$ cat src/rtl/pulse_train_gen_if.sv
// Control/status bundle between a burst requester and pulse_train_gen.
// Names carry the generator's view: i_* flow into it, o_* flow out of it.
interface pulse_train_gen_if #(
  parameter int CNT_W = 2,
  parameter int GAP_W = 4
);
  logic             i_start;
  logic [CNT_W-1:0] i_count;
  logic [GAP_W-1:0] i_gap;
  logic             o_x;
  logic             o_busy;
  logic             o_done;
  logic [CNT_W-1:0] o_remaining;

  modport master (
    output i_start, i_count, i_gap,
    input  o_x, o_busy, o_done, o_remaining
  );

  modport slave (
    input  i_start, i_count, i_gap,
    output o_x, o_busy, o_done, o_remaining
  );
endinterface

$ cat src/rtl/pulse_train_gen.sv
// Emits a burst of single-cycle pulses on x separated by a programmable idle gap,
// then a one-cycle done strobe. All outputs are registered alongside the state.
module pulse_train_gen #(
  parameter int CNT_W = 2,
  parameter int GAP_W = 4
) (
  input  logic               clk,
  input  logic               reset,
  pulse_train_gen_if.slave   bus
);

  typedef enum logic [1:0] {
    S_IDLE,
    S_PULSE,
    S_GAP,
    S_DONE
  } state_t;

  state_t           r_state;
  logic [CNT_W-1:0] r_rem;
  logic [CNT_W-1:0] r_remaining;
  logic [GAP_W-1:0] r_gapL;
  logic [GAP_W-1:0] r_gapCnt;
  logic             r_x;
  logic             r_busy;
  logic             r_done;
  logic [CNT_W-1:0] w_remDec;

  assign w_remDec = r_rem - CNT_W'(1);

  // r_rem drops as each pulse ends; r_remaining (visible) drops only when the next pulse starts.
  always_ff @(posedge clk) begin
    if (reset) begin
      r_state     <= S_IDLE;
      r_rem       <= '0;
      r_remaining <= '0;
      r_gapL      <= '0;
      r_gapCnt    <= '0;
      r_x         <= 1'b0;
      r_busy      <= 1'b0;
      r_done      <= 1'b0;
    end else begin
      case (r_state)
        S_IDLE: begin
          r_x    <= 1'b0;
          r_busy <= 1'b0;
          r_done <= 1'b0;
          if (bus.i_start) begin
            r_rem       <= bus.i_count;
            r_remaining <= bus.i_count;
            r_gapL      <= bus.i_gap;
            if (bus.i_count != '0) begin
              r_state <= S_PULSE;
              r_x     <= 1'b1;
              r_busy  <= 1'b1;
            end else begin
              r_state <= S_DONE;
              r_done  <= 1'b1;
            end
          end
        end
        S_PULSE: begin
          r_rem <= w_remDec;
          if (w_remDec == '0) begin
            r_state     <= S_DONE;
            r_remaining <= '0;
            r_x         <= 1'b0;
            r_busy      <= 1'b0;
            r_done      <= 1'b1;
          end else if (r_gapL == '0) begin
            r_state     <= S_PULSE;
            r_remaining <= w_remDec;
            r_x         <= 1'b1;
            r_busy      <= 1'b1;
          end else begin
            r_state  <= S_GAP;
            r_gapCnt <= r_gapL;
            r_x      <= 1'b0;
            r_busy   <= 1'b1;
          end
        end
        S_GAP: begin
          r_gapCnt <= r_gapCnt - GAP_W'(1);
          if (r_gapCnt == GAP_W'(1)) begin
            r_state     <= S_PULSE;
            r_remaining <= r_rem;
            r_x         <= 1'b1;
          end
        end
        S_DONE: begin
          r_state     <= S_IDLE;
          r_remaining <= '0;
          r_x         <= 1'b0;
          r_busy      <= 1'b0;
          r_done      <= 1'b0;
        end
        default: begin
          r_state <= S_IDLE;
          r_x     <= 1'b0;
          r_busy  <= 1'b0;
          r_done  <= 1'b0;
        end
      endcase
    end
  end

  assign bus.o_x         = r_x;
  assign bus.o_busy      = r_busy;
  assign bus.o_done      = r_done;
  assign bus.o_remaining = r_remaining;

endmodule

$ cat src/flat_wrapper.sv
// flat-port wrapper written by rule: the top's interface ports become plain ports
module pulse_train_gen_flat 
#(
  parameter int CNT_W = 2,
  parameter int GAP_W = 4
)
  (clk, reset, bus_i_start, bus_i_count, bus_i_gap, bus_o_x, bus_o_busy, bus_o_done, bus_o_remaining);
  pulse_train_gen_if #(.CNT_W(CNT_W), .GAP_W(GAP_W)) bus_i ();
  input  logic clk;
  input  logic reset;
  input wire logic [$bits(bus_i.i_start)-1:0] bus_i_start;
  input wire logic [$bits(bus_i.i_count)-1:0] bus_i_count;
  input wire logic [$bits(bus_i.i_gap)-1:0] bus_i_gap;
  output wire logic [$bits(bus_i.o_x)-1:0] bus_o_x;
  output wire logic [$bits(bus_i.o_busy)-1:0] bus_o_busy;
  output wire logic [$bits(bus_i.o_done)-1:0] bus_o_done;
  output wire logic [$bits(bus_i.o_remaining)-1:0] bus_o_remaining;
  assign bus_i.i_start = bus_i_start;
  assign bus_i.i_count = bus_i_count;
  assign bus_i.i_gap = bus_i_gap;
  assign bus_o_x = bus_i.o_x;
  assign bus_o_busy = bus_i.o_busy;
  assign bus_o_done = bus_i.o_done;
  assign bus_o_remaining = bus_i.o_remaining;
  pulse_train_gen #(.CNT_W(CNT_W), .GAP_W(GAP_W)) u_core (.clk(clk), .reset(reset), .bus(bus_i));
endmodule
$ cat config.mk
export PLATFORM = sky130hd
export DESIGN_NAME = pulse_train_gen_flat
export DESIGN_NICKNAME = d
export VERILOG_FILES = /design/src/rtl/pulse_train_gen_if.sv /design/src/rtl/pulse_train_gen.sv /design/src/flat_wrapper.sv
export SDC_FILE = /design/constraint.sdc
export NUM_CORES = 1
export LEC_CHECK = 0
export BUFFER_PORTS_ARGS = -buffer_cell sky130_fd_sc_hd__buf_2
export CORE_MARGIN = 5
export CORE_UTILIZATION = 55
export DETAILED_ROUTE_END_ITERATION = 7
export PLACE_DENSITY = 0.83
export SYNTH_ARGS = -nofsm -noshare
export SYNTH_HDL_FRONTEND = slang
export SYNTH_SLANG_ARGS = --single-unit
$ cat constraint.sdc
create_clock -name clk -period 2.8 [get_ports clk]
set_clock_uncertainty 0.05 [all_clocks]
set_input_delay 0.56 -clock clk [delete_from_list [all_inputs] [get_ports clk]]
set_output_delay 0.56 -clock clk [all_outputs]
set_load 0.05 [all_outputs]
==> metrics.md <==
| Metric | Value |
|---|---|
| Outcome | `finished clean` |
| Tot GR Track Use | `17.6%` |
| Setup Buffers After CTS | `0` |
| Average wire per standard cell | `13.1 um` |
| P&R area growth vs syn | `10.2%` |
| Logic pwr share | `61.8%` |
| Crit path kind | `register to register` |
| Largest net degree at the start of global routing | `18` |
| Post-synth top area share | `33.0%` |
| Die H | `53.3 um` |
| Seq pwr share | `28.9%` |
| Fill count | `143` |
| Commonest non-fill, non-tap cell in the layout | `dfxtp_1` |
| Clk pwr share | `9.3%` |
| Post-CTS Hold Buffers | `0` |
| Final-report hold violation count | `0` |
| DR vias/cell | `5.59` |
| Synthesized Nets | `143` |
| Maximum vdd drop | `0.000822 V` |
| Leakage | `0.489 nW` |
| FMAX | `496 MHz` |
| Post-route cell area | `0.00114 mm^2` |
| Vias in the first global route | `837` |
| Top cells by area, synth | `dfxtp_1, ha_1, mux2i_1` |
| Port bufs | `13` |
| Slew HR | `59.3%` |
| GP Congestion | `0.879` |
| Root buffer cell | `clkbuf_4` |
| Syn Area/Cell | `8.25 um^2` |
| Seq/Total Area, Yosys | `33.0%` |
| Area leader, netlist | `dfxtp_1` |
| Synth Flop Type | `dfxtp_1` |
| Post-synth cell types | `33` |
| CP Launch Type | `register` |
| HP Class | `register to register` |
| Final critical-path share of the clock period | `72.0%` |
| 1st-iter DRT viols | `20` |
| Detail Placement HPWL | `1580 um` |
| Worst-case reg-to-reg path depth | `4` |
| Core Region | `0.00175 mm^2` |
| Max-cap check violation count | `0` |
| Gr ovfl total | `0` |
| Critical Path AT | `2.17 ns` |
| CTS tree | `yes` |
| Max incr delay on CP | `0.71 ns` |
| RSZ-0062 raised after global routing | `no` |
| Post-Layout Cell Count | `162` |
| Antenna Nets Post-Route | `0` |
| Pwr dens | `1260 mW/mm^2` |
| Final setup vio count | `0` |
| Die Width | `53.3 um` |
| Worst-path fanout max | `14` |
| P_sw | `0.000700 W` |
| CTS buffer count | `3` |
| Final nets | `156` |
| CP max-delay cell | `or4b_2` |
| FFs w/ async S/R, synth | `0%` |
| Clock sink count | `17` |
| Initial Util | `59.1%` |
| Clk slew on worst S/H paths | `0.11 ns` |
| Layout cell share with drive strength beyond 1 | `16.1%` |
| Most frequent cells in the layout | `dfxtp_1, nor2_1, nand2_1` |
| Switching share of power | `48.8%` |
| Num ports | `14` |
| CP required | `2.95 ns` |
| Cells after DPL | `158` |
| Critical Path Sink Type | `register` |
| Int Power | `0.000733 W` |
| DRC Markers | `0` |
| Power, Total | `0.00143 W` |
| Clock Latency Late Sink | `0.30 ns` |
| Setup TNS Final | `0 ns` |
| Hold path depth | `2` |
| EDFF count, synth | `0` |
| Post-detailed-routing wire length | `2120 um` |
| N_diodes | `0` |
| Post-CTS Resized | `0` |
| Clock buffer depth | `2` |
| Die ar. | `0.00284 mm^2` |
| Final min period | `2.02 ns` |
| DRT Pass-1 Iters | `4` |
| Initial antenna violation count | `0` |
| CP cell instances | `inv_1, ha_1, or4b_2, a221oi_1` |
| Via count | `905` |
| Post-DP Area | `0.00111 mm^2` |
| Num rows | `15` |
| First-pass GRT wire length | `3660 um` |
| Flops & latches, synth | `17` |
| H-tree depth | `1` |
| Cells after synthesis | `125` |
| Number of synthesis warnings | `0` |
| Synthesized area | `0.00103 mm^2` |
| Count of pins over their slew limit | `0` |
| Worst-margin pin slew | `0.610 ns` |
==> Yosys cell counts (3+ instances only) <==
cell type,instances
dfxtp_1,17
nor2_1,15
nand2_1,14
a21oi_1,11
inv_1,10
ha_1,9
mux2i_1,7
clkbuf_1,5
a211oi_1,4
o21ai_0,4
nand2b_1,3
nor2b_1,3
==> kinds of logic (layout without fill, tap and decap cells) <==
kind of cell               after synthesis  after routing  share of synthesized area [%]
muxes                                    7              7                           6.80
buffers and inverters                   15             27                           5.46
adders and majority gates                9              9                           10.9
DFF                                     17             17                           33.0
AOI/OAI and AO/OA                       32             32                           22.2
and+or+nand+nor                         45             45                           21.6
==> worst max-delay path, delay by kind of cell (launching register included) <==
kind | cells | cell delay [ns]
AO/OA/AOI/OAI | 1 | 0.26
adder cells (fa/ha/maj) | 1 | 0.34
buffers and inverters | 1 | 0.11
flip-flops | 1 | 0.44
AND/OR/NAND/NOR | 1 | 0.71
==> routing by layer <==
metal | up-vias | global-route usage [%] | wire (um)
li1 | 467 | - | -
met1 | 403 | 21.4 | 936
met2 | 33 | 28.8 | 995
met3 | 2 | 6.20 | 180
met4 | 0 | 4.68 | 7
met5 | - | 0 | 0
==> layout make-up <==
cell class | count | area, um^2 | share of cell area [%]
clock buffers | 3 | 22.5 | 1.98
inverters | 10 | 37.5 | 3.30
clock inverters | 1 | 5.00 | 0.441
well taps | 25 | 31.3 | 2.75
repair buffers | 13 | 65.1 | 5.73
multi-input cells | 93 | 634 | 55.8
flip-flops and latches | 17 | 340 | 30.0
==> per-stage QoR <==
step | util (%) | worst slack, ns | hold slack, ns
CTS | 65.1 | 0.786 | 0.422
floorplan | - | 1.08 | 0.410
global route | 65.1 | 0.671 | 0.415
global placement | 63.5 | 0.912 | 0.404
detailed placement | 63.5 | 0.821 | 0.407
finish | 65.1 | 0.784 | 0.415
==> power by group through the flow <==
stage               Clock [W]  Combinational (W)  Sequential [W]
finish               0.000133           0.000886        0.000415
global route         0.000151           0.000982        0.000430
CTS                  0.000140           0.000886        0.000415
detailed placement          0           0.000882        0.000418
global placement            0           0.000856        0.000411
floorplan                   0           0.000619        0.000515
==> flip-flops by register name, indices dropped and copies added (netlist names) <==
signal and flops:
u_core.bus.o_busy 1, u_core.bus.o_done 1, u_core.bus.o_remaining 2, u_core.bus.o_x 1, u_core.r_gapCnt 4, u_core.r_gapL 4, u_core.r_rem 2, u_core.r_state 2
==> worst paths after layout <==
path | from | endpoint | slack, ns
hold / removal | u_core.bus.o_busy$_SDFFE_PP0P_ | u_core.bus.o_busy$_SDFFE_PP0P_ | 0.41
setup reg to reg | u_core.r_state[1]$_SDFFE_PP0P_ | u_core.bus.o_busy$_SDFFE_PP0P_ | 0.78
setup / recovery | u_core.r_state[1]$_SDFFE_PP0P_ | u_core.bus.o_busy$_SDFFE_PP0P_ | 0.78
hold reg to reg | u_core.bus.o_busy$_SDFFE_PP0P_ | u_core.bus.o_busy$_SDFFE_PP0P_ | 0.41
Note: power is estimated with default switching activity, not from simulation.
